## config.mk

```make
export PLATFORM = sky130hd
export DESIGN_NAME = arm_fetch_flat
export DESIGN_NICKNAME = d
export VERILOG_FILES = /design/src/rtl/arm_fetch_if.sv /design/src/rtl/arm_fetch.sv /design/src/flat_wrapper.sv
export SDC_FILE = /design/constraint.sdc
export NUM_CORES = 1
export LEC_CHECK = 0
export CORE_ASPECT_RATIO = 0.8
export CORE_MARGIN = 1
export CORE_UTILIZATION = 60
export DETAILED_ROUTE_END_ITERATION = 10
export PLACE_DENSITY = 0.95
export SETUP_SLACK_MARGIN = 0.3
export SYNTH_ARGS = -nofsm -noshare
export SYNTH_HDL_FRONTEND = slang
export SYNTH_SLANG_ARGS = --single-unit
```

## constraint.sdc

```tcl
create_clock -name clk -period 32.6 [get_ports clk]
set_clock_uncertainty 0.15 [all_clocks]
set_input_delay 9.78 -clock clk [delete_from_list [all_inputs] [get_ports clk]]
set_output_delay 9.78 -clock clk [all_outputs]
set_load 0.005 [all_outputs]
```

## src/rtl/arm_fetch_if.sv

```systemverilog
// Fetch-stage signal bundle: instruction-memory request/ack channel,
// instruction valid/ready channel to the core, and redirect/halt control.
// The master modport is the fetch stage; the slave modport is its environment.
interface arm_fetch_if;
    // Instruction memory channel
    logic        imem_req;
    logic [29:0] imem_addr;
    logic        imem_ack;
    logic [31:0] imem_rdata;
    // Core-facing instruction channel
    logic        inst_valid;
    logic [31:0] inst;
    logic [29:0] inst_pc;
    logic        inst_ready;
    // Control from the core
    logic        redirect;
    logic [29:0] redirect_addr;
    logic        halt;
    logic        halted;

    modport master (
        output imem_req, imem_addr, inst_valid, inst, inst_pc, halted,
        input  imem_ack, imem_rdata, inst_ready, redirect, redirect_addr, halt
    );

    modport slave (
        input  imem_req, imem_addr, inst_valid, inst, inst_pc, halted,
        output imem_ack, imem_rdata, inst_ready, redirect, redirect_addr, halt
    );
endinterface

```

## src/rtl/arm_fetch.sv

```systemverilog
// Instruction fetch stage. Owns the word-address fetch PC, issues requests to
// instruction memory, buffers returned words (tagged with their PC) in a small
// FIFO and presents the head to the core. Redirect flushes and restarts fetch
// from a new address; halt stops fetching once any outstanding request lands.
module arm_fetch #(
    parameter int          DEPTH    = 4,
    parameter logic [29:0] RESET_PC = 30'h0
) (
    input  logic         clk,
    input  logic         rst,
    arm_fetch_if.master  bus
);
    localparam int          AW   = $clog2(DEPTH);
    localparam logic [AW:0] FULL = (AW+1)'(DEPTH);

    typedef enum logic [1:0] {
        ST_RUN,
        ST_HALT_PEND,
        ST_HALTED
    } state_t;

    state_t        state_reg, state_next;
    logic [AW-1:0] rd_ptr_reg, rd_ptr_next;
    logic [AW-1:0] wr_ptr_reg, wr_ptr_next;
    logic [AW:0]   count_reg, count_next;
    logic [29:0]   fetch_pc_reg, fetch_pc_next;
    logic          req_reg, req_next;
    logic          halted_reg, halted_next;
    logic          push;
    logic          pop;

    // FIFO storage: instruction word plus the PC it was fetched from
    logic [31:0]   data_mem [DEPTH];
    logic [29:0]   pc_mem   [DEPTH];

    // Next-state logic: redirect overrides everything, otherwise the FIFO
    // bookkeeping and the run/halt sequencing are evaluated together
    always_comb begin
        state_next    = state_reg;
        rd_ptr_next   = rd_ptr_reg;
        wr_ptr_next   = wr_ptr_reg;
        count_next    = count_reg;
        fetch_pc_next = fetch_pc_reg;
        req_next      = req_reg;
        push          = 1'b0;
        pop           = (count_reg != '0) && bus.inst_ready;

        if (bus.redirect) begin
            // Data arriving this cycle belongs to the wrong path: drop it
            state_next    = ST_RUN;
            rd_ptr_next   = '0;
            wr_ptr_next   = '0;
            count_next    = '0;
            fetch_pc_next = bus.redirect_addr;
            req_next      = 1'b1;
        end else begin
            push = req_reg && bus.imem_ack;

            if (push) begin
                wr_ptr_next   = wr_ptr_reg + AW'(1);
                fetch_pc_next = fetch_pc_reg + 30'd1;
            end
            if (pop) begin
                rd_ptr_next = rd_ptr_reg + AW'(1);
            end
            if (push && !pop) begin
                count_next = count_reg + (AW+1)'(1);
            end else if (pop && !push) begin
                count_next = count_reg - (AW+1)'(1);
            end

            case (state_reg)
                ST_RUN: begin
                    if (bus.halt) begin
                        if (req_reg && !bus.imem_ack) begin
                            // A request is on the bus; it must complete first
                            state_next = ST_HALT_PEND;
                            req_next   = 1'b1;
                        end else begin
                            state_next = ST_HALTED;
                            req_next   = 1'b0;
                        end
                    end else begin
                        req_next = (count_next < FULL);
                    end
                end
                ST_HALT_PEND: begin
                    if (bus.imem_ack) begin
                        state_next = ST_HALTED;
                        req_next   = 1'b0;
                    end else begin
                        req_next = 1'b1;
                    end
                end
                default: begin
                    req_next = 1'b0;
                end
            endcase
        end

        halted_next = (state_next == ST_HALTED);
    end

    // Control and pointer registers
    always_ff @(posedge clk or posedge rst) begin
        if (rst) begin
            state_reg    <= ST_RUN;
            rd_ptr_reg   <= '0;
            wr_ptr_reg   <= '0;
            count_reg    <= '0;
            fetch_pc_reg <= RESET_PC;
            req_reg      <= 1'b0;
            halted_reg   <= 1'b0;
        end else begin
            state_reg    <= state_next;
            rd_ptr_reg   <= rd_ptr_next;
            wr_ptr_reg   <= wr_ptr_next;
            count_reg    <= count_next;
            fetch_pc_reg <= fetch_pc_next;
            req_reg      <= req_next;
            halted_reg   <= halted_next;
        end
    end

    // FIFO write port; entries clear on reset so the head reads as zero
    always_ff @(posedge clk or posedge rst) begin
        if (rst) begin
            for (int i = 0; i < DEPTH; i++) begin
                data_mem[i] <= '0;
                pc_mem[i]   <= '0;
            end
        end else if (push) begin
            data_mem[wr_ptr_reg] <= bus.imem_rdata;
            pc_mem[wr_ptr_reg]   <= fetch_pc_reg;
        end
    end

    // The request address is the fetch PC itself, so it cannot drift from it
    assign bus.imem_req   = req_reg;
    assign bus.imem_addr  = fetch_pc_reg;
    assign bus.inst_valid = (count_reg != '0);
    assign bus.inst       = data_mem[rd_ptr_reg];
    assign bus.inst_pc    = pc_mem[rd_ptr_reg];
    assign bus.halted     = halted_reg;

endmodule

```

## src/flat_wrapper.sv

```systemverilog
// flat-port wrapper written by rule: the top's interface ports become plain ports
module arm_fetch_flat 
#(
    parameter int          DEPTH    = 4,
    parameter logic [29:0] RESET_PC = 30'h0
)
  (clk, rst, bus_imem_req, bus_imem_addr, bus_inst_valid, bus_inst, bus_inst_pc, bus_halted, bus_imem_ack, bus_imem_rdata, bus_inst_ready, bus_redirect, bus_redirect_addr, bus_halt);
  arm_fetch_if bus_i ();
  input  logic clk;
  input  logic rst;
  output wire logic [$bits(bus_i.imem_req)-1:0] bus_imem_req;
  output wire logic [$bits(bus_i.imem_addr)-1:0] bus_imem_addr;
  output wire logic [$bits(bus_i.inst_valid)-1:0] bus_inst_valid;
  output wire logic [$bits(bus_i.inst)-1:0] bus_inst;
  output wire logic [$bits(bus_i.inst_pc)-1:0] bus_inst_pc;
  output wire logic [$bits(bus_i.halted)-1:0] bus_halted;
  input wire logic [$bits(bus_i.imem_ack)-1:0] bus_imem_ack;
  input wire logic [$bits(bus_i.imem_rdata)-1:0] bus_imem_rdata;
  input wire logic [$bits(bus_i.inst_ready)-1:0] bus_inst_ready;
  input wire logic [$bits(bus_i.redirect)-1:0] bus_redirect;
  input wire logic [$bits(bus_i.redirect_addr)-1:0] bus_redirect_addr;
  input wire logic [$bits(bus_i.halt)-1:0] bus_halt;
  assign bus_imem_req = bus_i.imem_req;
  assign bus_imem_addr = bus_i.imem_addr;
  assign bus_inst_valid = bus_i.inst_valid;
  assign bus_inst = bus_i.inst;
  assign bus_inst_pc = bus_i.inst_pc;
  assign bus_halted = bus_i.halted;
  assign bus_i.imem_ack = bus_imem_ack;
  assign bus_i.imem_rdata = bus_imem_rdata;
  assign bus_i.inst_ready = bus_inst_ready;
  assign bus_i.redirect = bus_redirect;
  assign bus_i.redirect_addr = bus_redirect_addr;
  assign bus_i.halt = bus_halt;
  arm_fetch #(.DEPTH(DEPTH), .RESET_PC(RESET_PC)) u_core (.clk(clk), .rst(rst), .bus(bus_i));
endmodule
```

* Word level (Yosys, flattened, before mapping) *
Index checks and enable logic that the tools add are counted.

storage, ports and cells
  register bits = 289
  output and inout port bits = 95

cells by class
  reductions and logical operators = 13
  eq/ne operators = 2
  bitwise logic cells = 2
  $lt $le $gt $ge = 4
  mux-type cells = 33
  $add $sub $neg = 5

operators with widths
  cell                                                         count
  two-way mux 30 bit                                           5
  bitwise mux 128 bit                                          1
  bitwise mux 120 bit                                          1
  two-way mux 32 bit                                           3
  binary-select mux 32 bit (select 2 bit)                      1
  demux 32 bit (select 2 bit)                                  1
  binary-select mux 30 bit (select 2 bit)                      1
  demux 30 bit (select 2 bit)                                  1
  adder 30 x 1 -> 30 bit (second input constant)               1
  two-way mux 2 bit                                            8
  two-way mux 3 bit                                            4
  >= comparator 3 bit (second input constant)                  2
  logical AND 1 bit                                            6
  NOT 2 -> 3 bit                                               2
  two-way mux 1 bit                                            5
  adder 2 x 1 -> 2 bit (second input constant)                 2
  one-hot mux 2 bit (2 select lines)                           1
  nonzero test 2 bit                                           2
  adder 3 x 1 -> 3 bit (second input constant)                 1
  zero test 1 bit                                              3
  less-than comparator 3 x 1 -> 1 bit (second input constant)  1
  less-than comparator 3 bit (second input constant)           1
  nonzero test 3 bit                                           1
  subtractor 3 x 1 -> 3 bit (second input constant)            1
  4 further kinds                                              4

* Longest topological paths before layout *
  word-level depth = 10
  mapped depth = 7
  depth with buffers taken out = 6

* Worst setup path before layout *
Ideal clock, no wire load.

  path kind = register -> output
  start point = reg u_core.rd_ptr_reg[0]
  end point = out bus_inst[0]
  arrival time = 1.831 ns
  cell stages (with the launch flop) = 4
  setup slack = 20.839 ns
  cell sequence = dfrtp_1 > clkbuf_1 > buf_1 > mux4_2

between the ends
  longest elaborated chain between the ends = 4

RTL lines
  element                                                 RTL line            text
  start: declaration                                      arm_fetch.sv:23     logic [AW-1:0] rd_ptr_reg, rd_ptr_next;
  start signal: assignment                                arm_fetch.sv:116    rd_ptr_reg <= rd_ptr_next;
  NOT 2 -> 3 bit (not written as such)                    arm_fetch.sv:142    assign bus.inst = data_mem[rd_ptr_reg];
  binary-select mux 32 bit (select 2 bit)                 arm_fetch.sv:142
  two-way mux 32 bit (not written as such) (2 in series)  arm_fetch.sv:142
  end: declaration                                        flat_wrapper.sv:14  output wire logic [$bits(bus_i.inst)-1:0] bus_inst;

No other way between the ends. The select of a mux whose other input is x is not followed.

* Final worst setup path *
  start point = reg u_core.rd_ptr_reg[0]
  end point = out bus_inst_pc[3]

between the ends
  longest elaborated chain between the ends = 4

RTL lines
  element                                                 RTL line            text
  NOT 2 -> 3 bit (not written as such)                    arm_fetch.sv:143    assign bus.inst_pc = pc_mem[rd_ptr_reg];
  binary-select mux 30 bit (select 2 bit)                 arm_fetch.sv:143
  two-way mux 30 bit (not written as such) (2 in series)  arm_fetch.sv:143
  end: declaration                                        flat_wrapper.sv:15  output wire logic [$bits(bus_i.inst_pc)-1:0] bus_inst_pc;

No other way between the ends. The select of a mux whose other input is x is not followed.

==> results_dict.tcl <==
set metrics [dict create \
    fin_nets 1088 \
    worst_pin_slew_ns 1.09 \
    cap_viol_max_count 0 \
    dr.max_layer_used "met4" \
    syn_area_um2 13000 \
    area_delta_synth_final_pct 20.5 \
    grt_usage_pct 26.7 \
    cts_setup_buffers 0 \
    htreeDepth 1 \
    cts.hold.buffers_added 0 \
    synth_xor_area_share_pct 1.21 \
    rows 47 \
    grt-ovfl-total 0 \
    grt_max_degree 144 \
    max-slew-margin-rel_pct 27.2 \
    switching_share_pct 27.2 \
    critPathCaptureType "output port" \
    ant_nets 0 \
    critPathMaxFanout 36 \
    final_util_pct 74.9 \
    hp-class "reg2reg" \
    wl_met1_mm 12.6 \
    gp_congestion 0.728 \
    routed-wl-met2_mm 14.4 \
    p_leak_nw 6.85 \
    net-switching-power_w 0.000367 \
    cts_buffer_depth 3 \
    final_max_slew_viol_count 0 \
    synth_top_area_share_pct 55.4 \
    synth_fa_ha_area_share_pct 0.844 \
    yosys_warnings 0 \
    internal_power_w 0.000982 \
    hold_viol 0 \
    port_buffers 162 \
    crit_type "reg2out" \
    synth_compound_area_share_pct 2.73 \
    via_per_inst 6.27 \
    combPwrFrac_pct 32.7 \
    finalPower_w 0.00135 \
    cts_resized 0 \
    grt_pass1_vias 8525 \
    avgSynthCellArea_um2 14.7 \
    status "finished, final reports clean" \
    core_um2 21000 \
    antenna_found_initial 1 \
    period_minus_slack_ns 13.05 \
    synth_seq_cells 289 \
    grt_pass1_wl_mm 46.8 \
    synth_fp_nets 962 \
    synth_top_flop_cell "dfrtp_1" \
    die_area_um2 22300 \
    cts_tree "built" \
    clkPwrFrac_pct 24.3 \
    largest_reg_flops 128 \
    netlist_instances 886 \
    vdd_drop_max_mv 0.0606 \
    fp.dieW_um 167 \
    root_buffer "clkbuf_16" \
    fin_cells 1303 \
    fmax_mhz 76.6 \
    vias 8167 \
    synth_area_leaders "dfrtp_1, mux2_2, mux4_2, clkbuf_1, nand2_1" \
    wire_per_inst_um 22.3 \
    routed_wl_mm 29.1 \
    setup_viol 0 \
    cts.sinks 289 \
    synth_edf_count 0 \
    async_flop_share_pct 100 \
    cts_buffers 27 \
    synth-simple-area-share_pct 4.88 \
    wl_met3_mm 1.54 \
    place_inst 1252 \
    p_seq_share_pct 43.0 \
    yosysUniqueCellTypes 41 \
    setup_ws_ns 19.55 \
    io_pins 163 \
    regMostFlops "u_core.data_mem" \
    clkTransAtPathRegs_ns 0.07 \
    clk_latency_ns 0.53 \
    synth_top_area_cell "dfrtp_1" \
    power.density_nw_per_um2 85.8 \
    drive_gt1_share_pct 35.5 \
    floorplan.initialDensity_pct 62.1 \
    synth_top_family_by_area "multiplexers" \
    synthMuxAreaShare_pct 32.2 \
    period_share_pct 40.0 \
    dp_hpwl_mm 17.2 \
    cp.required_ns 22.67 \
    tns_ns 0 \
    ys_seq_area_share_pct 55.4 \
    drc 0 \
    rsz0062_at_grt "no" \
    dr.pass1.iters 6 \
    critPathLaunchType "register" \
    die_h_um 134 \
    drt_iter0_drc 556 \
    place_ws_ns 19.41 \
    critPathArrivalTime_ns 3.12 \
]
path summary, 6_finish.rpt:
path / start / end / slack, ns / depth (start not counted)
max: u_core.rd_ptr_reg[0]$_DFFE_PP0P_ / bus_inst_pc[3] / 19.55 / 3
min: u_core.data_mem[78]$_DFFE_PP0P_ / u_core.data_mem[78]$_DFFE_PP0P_ / 0.35 / 1
max reg2reg: u_core.bus.imem_req$_DFF_PP0_ / u_core.pc_mem[64]$_DFFE_PP0P_ / 29.74 / 4
min reg2reg: u_core.data_mem[78]$_DFFE_PP0P_ / u_core.data_mem[78]$_DFFE_PP0P_ / 0.35 / 1
max in group asynchronous: rst / u_core.rd_ptr_reg[0]$_DFFE_PP0P_ / 20.10 / 4
min in group asynchronous: rst / u_core.data_mem[47]$_DFFE_PP0P_ / 9.69 / 2
through the flow:
step                hold WS [ns]  area (um^2)
floorplan                  0.324        13000
global placement           0.332        14800
detailed placement         0.338        14800
CTS                        0.352        15700
global route               0.366        15700
finish                     0.351        15700
worst max-delay path: stages (launching register included):
cell             delay (ns)
dfrtp_4                0.82
buf_4                  0.65
mux4_2                 0.65
clkdlybuf4s50_1        0.47
cells in the final DEF (no fill, tap or decap), drive strengths merged, types with 2 or more instances in the layout:
cell type	instances
a21oi	4
a31oi	15
and2	2
and3	2
and4	3
buf	4
bufinv	3
clkbuf	42
clkdlybuf4s50	162
clkinv	4
dfrtp	289
ha	8
inv	18
mux2	248
mux4	62
nand2	34
nand3	9
nand4	13
nor2	22
nor3	3
nor4	4
o211ai	2
o21ai	18
o22ai	2
o31ai	12
or3	4
or4	17
xnor2	10
xor2	8
power by group through the flow:
stage / clock network, W / logic, W / registers [W]
2_1_floorplan: 0 / 0.000276 / 0.000536
6_report: 0.000328 / 0.000441 / 0.000581
3_5_place_dp: 0 / 0.000440 / 0.000581
4_1_cts: 0.000331 / 0.000446 / 0.000580
5_1_grt: 0.000345 / 0.000469 / 0.000597
3_3_place_gp: 0 / 0.000426 / 0.000569
per-layer routing:
metal / vias up / track usage, %
li1: 3524 / -
met1: 4341 / 38.3
met2: 260 / 43.5
met3: 42 / 4.19
met4: 0 / 6.84
met5: - / 0
Yosys cell counts (2+ instances only):
cell type  number
a31oi_1        15
o211ai_1        2
nand3_1         9
clkbuf_1       50
xor2_1          8
nand2_1        34
inv_1          17
o21ai_0        18
nor3_1          3
and2_1          2
o22ai_1         2
o31ai_1        12
or4_1          17
buf_4           4
and4_1          3
ha_1            8
and3_1          2
or3_1           4
mux2_2        248
mux4_2         62
a21oi_1         4
dfrtp_1       289
buf_2           5
xnor2_1        10
nor4_1          4
buf_1           8
nand4_4         2
nand4_1        10
nor2_1         22
cells by family (layout without fill, tap and decap cells):
group,after synthesis,after routing
DFF,289,289
AOI/OAI and AO/OA,57,57
adders and majority gates,9,9
xor gates and xnor gates,18,18
muxes,311,311
buffers and inverters,86,233
other,0,1
and+or+nand+nor,116,116
final cells by class:
class / instances / area, um^2
flip-flops and latches: 289 / 7240
multi-input cells: 511 / 5490
fillers: 1229 / 5270
repair buffers: 166 / 1650
clock buffers: 42 / 812
well taps: 269 / 337
clock inverters: 8 / 119
inverters: 17 / 71.3
diodes: 1 / 2.50
(Power assumes the default switching activity.)
